### src/rtl/alu_74181_serial_if.sv
// Request/result bus for the bit-serial (nibble-serial) 74181-style ALU.
// The master issues operations and accepts results; the slave is the ALU.
interface alu_74181_serial_if #(
  parameter int WIDTH = 16
);
  logic             in_valid;
  logic             in_ready;
  logic [WIDTH-1:0] a;
  logic [WIDTH-1:0] b;
  logic [3:0]       s;
  logic             m;
  logic             cin;
  logic             out_valid;
  logic             out_ready;
  logic [WIDTH-1:0] f;
  logic             cout;
  logic             a_eq_b;

  modport master (
    output in_valid, a, b, s, m, cin, out_ready,
    input  in_ready, out_valid, f, cout, a_eq_b
  );

  modport slave (
    input  in_valid, a, b, s, m, cin, out_ready,
    output in_ready, out_valid, f, cout, a_eq_b
  );
endinterface

### src/rtl/alu_74181_serial.sv
// 74181-compatible ALU that evaluates one 4-bit slice per cycle, LSB slice first,
// rippling the carry through a register between slices.
module alu_74181_serial #(
  parameter int WIDTH = 16
) (
  input logic              clk,
  input logic              rst,
  alu_74181_serial_if.slave bus
);
  localparam int SLICES = WIDTH / 4;
  localparam int KW     = (SLICES > 1) ? $clog2(SLICES) : 1;
  localparam logic [KW-1:0] K_LAST = KW'(SLICES - 1);

  generate
    if ((WIDTH % 4) != 0 || WIDTH < 4) begin : g_bad_width
      $error("alu_74181_serial: WIDTH must be a multiple of 4 and at least 4");
    end
  endgenerate

  typedef enum logic [1:0] {
    IDLE,
    BUSY,
    DONE
  } state_t;

  state_t state;
  state_t state_next;

  logic accept;
  logic last_slice;
  logic in_ready;
  logic out_valid;

  logic [WIDTH-1:0] a_reg;
  logic [WIDTH-1:0] b_reg;
  logic [3:0]       s_reg;
  logic             m_reg;
  logic [KW-1:0]    k;
  logic             carry;
  logic [WIDTH-1:0] f_reg;
  logic             cout_reg;

  logic [3:0] a_sl;
  logic [3:0] b_sl;
  logic [3:0] x_sl;
  logic [3:0] y_sl;
  logic [4:0] sum_sl;
  logic [3:0] logic_sl;
  logic [3:0] slice_f;
  logic       slice_c;

  always_ff @(posedge clk) begin
    if (rst) begin
      state <= IDLE;
    end else begin
      state <= state_next;
    end
  end

  always_comb begin
    state_next = state;
    accept     = 1'b0;
    in_ready   = 1'b0;
    out_valid  = 1'b0;
    last_slice = (k == K_LAST);
    case (state)
      IDLE: begin
        in_ready = 1'b1;
        if (bus.in_valid) begin
          accept     = 1'b1;
          state_next = BUSY;
        end
      end
      BUSY: begin
        if (last_slice) begin
          state_next = DONE;
        end
      end
      DONE: begin
        out_valid = 1'b1;
        if (bus.out_ready) begin
          state_next = IDLE;
        end
      end
      default: state_next = IDLE;
    endcase
  end

  // Arithmetic: F = X + Y + carry, where X/Y are the 74181 per-bit propagate/generate terms.
  always_comb begin
    a_sl   = a_reg[{k, 2'b00} +: 4];
    b_sl   = b_reg[{k, 2'b00} +: 4];
    x_sl   = a_sl | (b_sl & {4{s_reg[0]}}) | (~b_sl & {4{s_reg[1]}});
    y_sl   = (a_sl & ~b_sl & {4{s_reg[2]}}) | (a_sl & b_sl & {4{s_reg[3]}});
    sum_sl = {1'b0, x_sl} + {1'b0, y_sl} + {4'b0000, carry};
    case (s_reg)
      4'd0:    logic_sl = ~a_sl;
      4'd1:    logic_sl = ~(a_sl | b_sl);
      4'd2:    logic_sl = ~a_sl & b_sl;
      4'd3:    logic_sl = 4'h0;
      4'd4:    logic_sl = ~(a_sl & b_sl);
      4'd5:    logic_sl = ~b_sl;
      4'd6:    logic_sl = a_sl ^ b_sl;
      4'd7:    logic_sl = a_sl & ~b_sl;
      4'd8:    logic_sl = ~a_sl | b_sl;
      4'd9:    logic_sl = ~(a_sl ^ b_sl);
      4'd10:   logic_sl = b_sl;
      4'd11:   logic_sl = a_sl & b_sl;
      4'd12:   logic_sl = 4'hF;
      4'd13:   logic_sl = a_sl | ~b_sl;
      4'd14:   logic_sl = a_sl | b_sl;
      default: logic_sl = a_sl;
    endcase
    if (m_reg) begin
      slice_f = logic_sl;
      slice_c = 1'b0;
    end else begin
      slice_f = sum_sl[3:0];
      slice_c = sum_sl[4];
    end
  end

  always_ff @(posedge clk) begin
    if (rst) begin
      a_reg    <= '0;
      b_reg    <= '0;
      s_reg    <= '0;
      m_reg    <= 1'b0;
      k        <= '0;
      carry    <= 1'b0;
      f_reg    <= '0;
      cout_reg <= 1'b0;
    end else if (accept) begin
      a_reg    <= bus.a;
      b_reg    <= bus.b;
      s_reg    <= bus.s;
      m_reg    <= bus.m;
      k        <= '0;
      carry    <= bus.cin & ~bus.m;
      cout_reg <= 1'b0;
    end else if (state == BUSY) begin
      f_reg[{k, 2'b00} +: 4] <= slice_f;
      carry                  <= slice_c;
      if (last_slice) begin
        k        <= '0;
        cout_reg <= slice_c;
      end else begin
        k <= k + 1'b1;
      end
    end
  end

  assign bus.in_ready  = in_ready;
  assign bus.out_valid = out_valid;
  assign bus.f         = f_reg;
  assign bus.cout      = cout_reg;
  assign bus.a_eq_b    = out_valid & (&f_reg);
endmodule

### src/flat_wrapper.sv
// flat-port wrapper written by rule: the top's interface ports become plain ports
module alu_74181_serial_flat 
#(
  parameter int WIDTH = 16
)
  (clk, rst, bus_in_valid, bus_a, bus_b, bus_s, bus_m, bus_cin, bus_out_ready, bus_in_ready, bus_out_valid, bus_f, bus_cout, bus_a_eq_b);
  alu_74181_serial_if #(.WIDTH(WIDTH)) bus_i ();
  input logic clk;
  input logic rst;
  input wire logic [$bits(bus_i.in_valid)-1:0] bus_in_valid;
  input wire logic [$bits(bus_i.a)-1:0] bus_a;
  input wire logic [$bits(bus_i.b)-1:0] bus_b;
  input wire logic [$bits(bus_i.s)-1:0] bus_s;
  input wire logic [$bits(bus_i.m)-1:0] bus_m;
  input wire logic [$bits(bus_i.cin)-1:0] bus_cin;
  input wire logic [$bits(bus_i.out_ready)-1:0] bus_out_ready;
  output wire logic [$bits(bus_i.in_ready)-1:0] bus_in_ready;
  output wire logic [$bits(bus_i.out_valid)-1:0] bus_out_valid;
  output wire logic [$bits(bus_i.f)-1:0] bus_f;
  output wire logic [$bits(bus_i.cout)-1:0] bus_cout;
  output wire logic [$bits(bus_i.a_eq_b)-1:0] bus_a_eq_b;
  assign bus_i.in_valid = bus_in_valid;
  assign bus_i.a = bus_a;
  assign bus_i.b = bus_b;
  assign bus_i.s = bus_s;
  assign bus_i.m = bus_m;
  assign bus_i.cin = bus_cin;
  assign bus_i.out_ready = bus_out_ready;
  assign bus_in_ready = bus_i.in_ready;
  assign bus_out_valid = bus_i.out_valid;
  assign bus_f = bus_i.f;
  assign bus_cout = bus_i.cout;
  assign bus_a_eq_b = bus_i.a_eq_b;
  alu_74181_serial #(.WIDTH(WIDTH)) u_core (.clk(clk), .rst(rst), .bus(bus_i));
endmodule
### config.mk
export PLATFORM = sky130hd
export DESIGN_NAME = alu_74181_serial_flat
export DESIGN_NICKNAME = d
export VERILOG_FILES = /design/src/rtl/alu_74181_serial_if.sv /design/src/rtl/alu_74181_serial.sv /design/src/flat_wrapper.sv
export SDC_FILE = /design/constraint.sdc
export NUM_CORES = 1
export LEC_CHECK = 0
export CAP_MARGIN = 15
export CORE_ASPECT_RATIO = 0.7
export CORE_MARGIN = 5
export CORE_UTILIZATION = 40
export CTS_BUF_LIST = sky130_fd_sc_hd__clkbuf_2
export CTS_CLUSTER_DIAMETER = 200
export CTS_CLUSTER_SIZE = 12
export DETAILED_ROUTE_END_ITERATION = 7
export GPL_TIMING_DRIVEN = 0
export SLEW_MARGIN = 20
export SYNTH_ARGS = -nofsm -noshare
export SYNTH_HDL_FRONTEND = slang
export SYNTH_SLANG_ARGS = --single-unit
### constraint.sdc
create_clock -name clk -period 4.7 [get_ports clk]
set_input_delay 0.47 -clock clk [delete_from_list [all_inputs] [get_ports clk]]
set_output_delay 0.47 -clock clk [all_outputs]
set_load 0.01 [all_outputs]
## Word-level counts from Yosys, hierarchy flattened

Index checks and enable logic that the tools add are counted.

- Output and inout port bits: 20
- Logic and storage cells: 83
- Register bits: 59

- Add/sub/neg operators: 4
- Multiplexer cells: 15
- Bitwise logic cells: 23
- Eq/ne operators: 20
- Reduce and logical (&&, ||, !) cells: 8
- Shift-type cells: 4

Operators with widths:

| kind | count |
|---|---|
| $pmux W4 S15 | 1 |
| $shiftx A16 B5 Y4 | 2 |
| $and A4 B4 Y4 | 7 |
| $eq A4 B4 Y1 const B | 7 |
| $or A4 B4 Y4 | 6 |
| $not A4 Y4 | 5 |
| $bwmux W16 | 1 |
| $eq A4 B3 Y1 const B | 4 |
| $reduce_and A16 Y1 | 1 |
| $shift A4 B6 Y16 const A | 1 |
| $shiftx A4 B6 Y16 | 1 |
| $eq A4 B2 Y1 const B | 2 |
| $mux W2 | 4 |
| $mux W1 | 7 |
| $neg A4 Y6 | 1 |
| $pmux W2 S3 | 1 |
| $add A4 B4 Y5 | 1 |
| $add A5 B1 Y5 | 1 |
| $eq A2 B2 Y1 const B | 2 |
| $eq A4 B1 Y1 const B | 1 |
| $logic_not A4 Y1 | 1 |
| $mux W4 | 1 |
| $ne A2 B2 Y1 const B | 2 |
| $reduce_and A2 Y1 | 2 |
| 10 further kinds | 12 |

## Logic depth before layout (Yosys ltp)

- Depth after elaboration: 10
- Mapped depth: 13
- Depth with buffers taken out: 12

## Least setup slack after synthesis

OpenSTA, ideal clock, no wires.

- Kind: reg-to-reg
- Start: reg u_core.k[0]
- End: reg u_core.f_reg[10], in the netlist u_core.bus.f[10]
- Setup time: 0.133 ns
- Slack: 1.370 ns
- Arrival: 3.197 ns
- Stages on the path, launching flop included: 13
- Path through: dfxtp_1 buf_6 mux4_1 ha_1 a22oi_1 fa_1 inv_1 fa_1 xor2_1 a32oi_1 o221ai_1 nor4_2 o31ai_1

- Cells in the longest elaborated chain, start to end: 10
- Elaborated cells on any way between the ends: 29

RTL lines:

| what | RTL line | source |
|---|---|---|
| from (decl) | alu_74181_serial.sv:38 | `logic [KW-1:0] k;` |
| from (signal assigned) | alu_74181_serial.sv:148 | `k <= k + 1'b1;` |
| $shiftx A16 B5 Y4 | alu_74181_serial.sv:92 | `b_sl = b_reg[{k, 2'b00} +: 4];` |
| $not A4 Y4 | -- |  |
| $and A4 B4 Y4 | alu_74181_serial.sv:94, alu_74181_serial.sv:104 |  |
| $and A4 B4 Y4 | alu_74181_serial.sv:94 | `y_sl = (a_sl & ~b_sl & {4{s_reg[2]}}) \| (a_sl & b_sl & {4{s_reg[3]}});` |
| $or A4 B4 Y4 | alu_74181_serial.sv:94 |  |
| $add A4 B4 Y5 | alu_74181_serial.sv:95 | `sum_sl = {1'b0, x_sl} + {1'b0, y_sl} + {4'b0000, carry};` |
| $add A5 B1 Y5 | alu_74181_serial.sv:95 |  |
| $mux W4 | alu_74181_serial.sv:114 | `if (m_reg) begin` |
| $shiftx A4 B6 Y16 | alu_74181_serial.sv:142 | `f_reg[{k, 2'b00} +: 4] <= slice_f;` |
| $bwmux W16 (*) | alu_74181_serial.sv:142 |  |
| to (signal, indexed assignment) | alu_74181_serial.sv:142 |  |
| to (decl) | alu_74181_serial.sv:40 | `logic [WIDTH-1:0] f_reg;` |

Mark *: on every way between the ends. The rest lies on a longest branch, timed or not.
A chain may end at the register's enable or synchronous reset.

## Worst setup path in the final report

- Start: reg u_core.k[0]
- End: reg u_core.f_reg[6], in the netlist u_core.bus.f[6]

The elaborated chain is that of the path after synthesis.

==> qor.json <==
{
  "synth_edf_count": {"value": 0},
  "synth.ff_latch_count": {"value": 59},
  "design.core.area": {"value": 8550, "unit": "um2"},
  "endpoints_failing_hold": {"value": 0},
  "worst_clock_skew": {"value": 0.0317, "unit": "ns"},
  "path_class": {"value": "reg2reg"},
  "power_per_cell_area": {"value": 243, "unit": "nW/um2"},
  "area_of_the_multi_input_gates": {"value": 2180, "unit": "um2"},
  "critical_path.max_fanout": {"value": 7},
  "synth_flop_cell": {"value": "dfxtp_1"},
  "htree_num_levels": {"value": 3},
  "via_count_of_the_first_global_routing_pass": {"value": 3342},
  "period_utilisation_layout": {"value": 86.6, "unit": "%"},
  "finalSetupTns": {"value": 0, "unit": "ns"},
  "die_width": {"value": 123, "unit": "um"},
  "dp.cells": {"value": 623},
  "slew-limit-headroom": {"value": 37.7, "unit": "%"},
  "final-seq-area": {"value": 1180, "unit": "um2"},
  "routed_wl": {"value": 10400, "unit": "um"},
  "setup.worst_path.end_class": {"value": "flip-flop"},
  "first_iter_violations": {"value": 263},
  "post-route-drc-count": {"value": 0},
  "min_delay_path_depth": {"value": 2},
  "yosysSeqAreaShare": {"value": 33.2, "unit": "%"},
  "min_period": {"value": 4.07, "unit": "ns"},
  "flow.area_growth_from_synthesis": {"value": 23.8, "unit": "%"},
  "clk_root_buffer_cell": {"value": "clkbuf_2"},
  "timing.fmax": {"value": 246, "unit": "MHz"},
  "globalRouteTotalUtil": {"value": 20.0, "unit": "%"},
  "max-clock-path-buffers": {"value": 2},
  "hold_start": {"value": "u_core.a_reg[8]$_SDFFE_PP0P_"},
  "maximum_number_of_pins_on_one_net_before_global_route_repair": {"value": 12},
  "critical_path.reg2reg.startpoint": {"value": "u_core.k[0]$_SDFFE_PP0P_"},
  "global_route_wire_length_before_repair": {"value": 17200, "unit": "um"},
  "global_route.overflow_total": {"value": 0},
  "cts_hold_buffers": {"value": 0},
  "post-cts-setup-buffers": {"value": 0},
  "grt_antenna_before_repair": {"value": 0},
  "synth.top_cell.area_share": {"value": 33.2, "unit": "%"},
  "unrepaired_setup_endpoints_after_global_routing": {"value": "false"},
  "std_cell_rows": {"value": 28},
  "clk_pin_slew": {"value": 0.20, "unit": "ns"},
  "netlist-cell-type-count": {"value": 52},
  "gr-usage-met3": {"value": 5.06, "unit": "%"},
  "biggest_area_contributors_in_the_synthesized_netlist": {"value": "dfxtp_1 (33%), nand2_1 (11%), ha_1 (8.8%)"},
  "clk-insertion-delay-late": {"value": 0.49, "unit": "ns"},
  "critical_path.startpoint": {"value": "u_core.k[0]$_SDFFE_PP0P_"},
  "clock_tree_from_tritoncts": {"value": "built"},
  "boundaryPins": {"value": 62},
  "critPathRequiredTime": {"value": 5.05, "unit": "ns"},
  "fin_total_pwr": {"value": 1070, "unit": "uW"},
  "peakVddDrop": {"value": 0.113, "unit": "mV"},
  "number_of_vias_per_cell": {"value": 5.45},
  "gr-usage-met2": {"value": 31.2, "unit": "%"},
  "netlist.top_cell.by_area": {"value": "dfxtp_1"},
  "final_layout_size_suffix_gt1_share": {"value": 7.34, "unit": "%"},
  "postRouteAntennaNets": {"value": 0},
  "synthesized_area_per_cell": {"value": 8.05, "unit": "um2"},
  "grt_util_met1": {"value": 27.9, "unit": "%"},
  "floorplan.initialDensity": {"value": 41.6, "unit": "%"},
  "post_layout_instance_count_excluding_filler_cells": {"value": 638},
  "antennaDiodeCount": {"value": 0},
  "die-height": {"value": 88.9, "unit": "um"},
  "via_count": {"value": 3479},
  "async_flop_share": {"value": 0, "unit": "%"},
  "wl_per_cell": {"value": 16.3, "unit": "um"},
  "first_pass_iters": {"value": 5},
  "synth-warning-count": {"value": 0},
  "detailedPlacementHpwl": {"value": 7930, "unit": "um"},
  "setup_viol_count_final": {"value": 0},
  "min-delay-path-class": {"value": "reg2reg"},
  "finalWeightedCongestion": {"value": 0.930},
  "maxCapViolations": {"value": 0},
  "layout.filler_cells": {"value": 869},
  "full_die_area": {"value": 10900, "unit": "um2"},
  "report.final.slew_viol_count": {"value": 0},
  "power.leakage": {"value": 0.00162, "unit": "uW"},
  "cp_data_arrival_time": {"value": 4.42, "unit": "ns"},
  "post_synth_instance_area": {"value": 3560, "unit": "um2"},
  "final_net_count": {"value": 583},
  "timing_worst_slew_pin_value": {"value": 0.921, "unit": "ns"},
  "cts-buffers-inserted": {"value": 9},
  "reg2reg_depth": {"value": 12},
  "outcome": {"value": "completed"},
  "gr-max-usage-layer": {"value": "met2"},
  "syn_nets": {"value": 511},
  "synthCells": {"value": 442},
  "worstSetupStartpointType": {"value": "flip-flop"},
  "port_buffers": {"value": 61},
  "post_cts.resized_instances": {"value": 0},
  "clock_sink_count": {"value": 59}
}
## area by class of cell
cell class / count / area share, %
multi-input cells: 336 / 49.5
flip-flops and latches: 59 / 26.8
repair buffers: 61 / 13.9
well taps: 120 / 3.41
plain buffers: 29 / 2.95
inverters: 18 / 1.53
clock buffers: 9 / 1.02
clock inverters: 6 / 0.965
## synthesized netlist by cell type (3+ instances only)
| library cell | n |
|---|---|
| o211ai_1 | 5 |
| inv_1 | 18 |
| a22o_1 | 3 |
| nand3_1 | 5 |
| nor2b_1 | 6 |
| clkbuf_1 | 17 |
| o22ai_1 | 4 |
| nor3b_1 | 3 |
| nand2b_1 | 7 |
| nand4_1 | 10 |
| nor3_1 | 11 |
| mux2_2 | 3 |
| nor2_1 | 16 |
| a32oi_1 | 3 |
| dfxtp_1 | 59 |
| o21ai_0 | 10 |
| buf_1 | 5 |
| or2_2 | 4 |
| and3b_1 | 3 |
| buf_2 | 5 |
| nand3b_1 | 3 |
| a21o_1 | 3 |
| a21oi_1 | 50 |
| mux2i_1 | 7 |
| and2_1 | 3 |
| ha_1 | 25 |
| o31ai_1 | 12 |
| nand2_1 | 101 |
| a22oi_1 | 5 |
| mux4_2 | 5 |
| o221ai_1 | 4 |
## placed cells by master (no fill, tap or decap), types with 11 or more instances in the layout
cell type          n
o31ai_1           12
clkbuf_1          17
inv_1             18
nor3_1            11
clkdlybuf4s50_1   61
dfxtp_1           59
nand2_1          101
ha_1              25
nor2_1            16
a21oi_1           50
## metal layers
layer  vias to the layer above  part of all wire (%)  wire, um
met3                        15                   7.9       825
li1                       1719                     -         -
met2                       148                    43      4430
met5                         -                     0         0
met1                      1597                    48      5030
met4                         0                   1.2       130
## power breakdown
| group | switching (uW) | leakage, uW | internal, uW | total [uW] |
|---|---|---|---|---|
| Sequential | 14.2 | 0.000481 | 523 | 537 |
| Clock | 205 | 0.0000541 | 67.3 | 272 |
| Combinational | 152 | 0.00108 | 111 | 263 |
| Total | 371 | 0.00162 | 701 | 1070 |
## stage by stage
step | utilization, % | area (um2) | setup WS, ns | hold WS (ns)
6_report | 51.6 | 4410 | 0.628 | 0.468
5_1_grt | 51.6 | 4410 | 0.332 | 0.456
4_1_cts | 51.6 | 4410 | 0.648 | 0.466
3_5_place_dp | 50.5 | 4320 | 0.721 | 0.445
3_3_place_gp | 50.5 | 4320 | 0.722 | 0.438
2_1_floorplan | - | 3560 | 1.37 | 0.432
## final timing paths
path	slack, ns	end
hold reg to reg	0.47	u_core.a_reg[8]$_SDFFE_PP0P_
setup reg to reg	0.63	u_core.bus.f[6]$_SDFFE_PP0P_
setup / recovery	0.63	u_core.bus.f[6]$_SDFFE_PP0P_
hold / removal	0.47	u_core.a_reg[8]$_SDFFE_PP0P_
## kinds of logic after synthesis
logic type,Yosys count,share of synthesized area (%)
DFF,59,33.2
xor gates and xnor gates,2,0.492
buffers and inverters,47,5.56
adders and majority gates,27,9.92
AOI/OAI and AO/OA,113,20.6
muxes,16,6.82
and+or+nand+nor,178,23.5
## worst max-delay path, cell delays in order, from the launching register on
cell	delay, ns
dfxtp_1	0.47
buf_6	0.19
mux4_1	0.74
ha_1	0.32
a22oi_1	0.34
fa_1	0.26
inv_1	0.06
fa_1	0.41
xor2_1	0.18
a32oi_1	0.18
o221ai_1	0.17
nor4_2	0.48
o31ai_1	0.14
No activity file was read; power rests on OpenSTA's default activity.
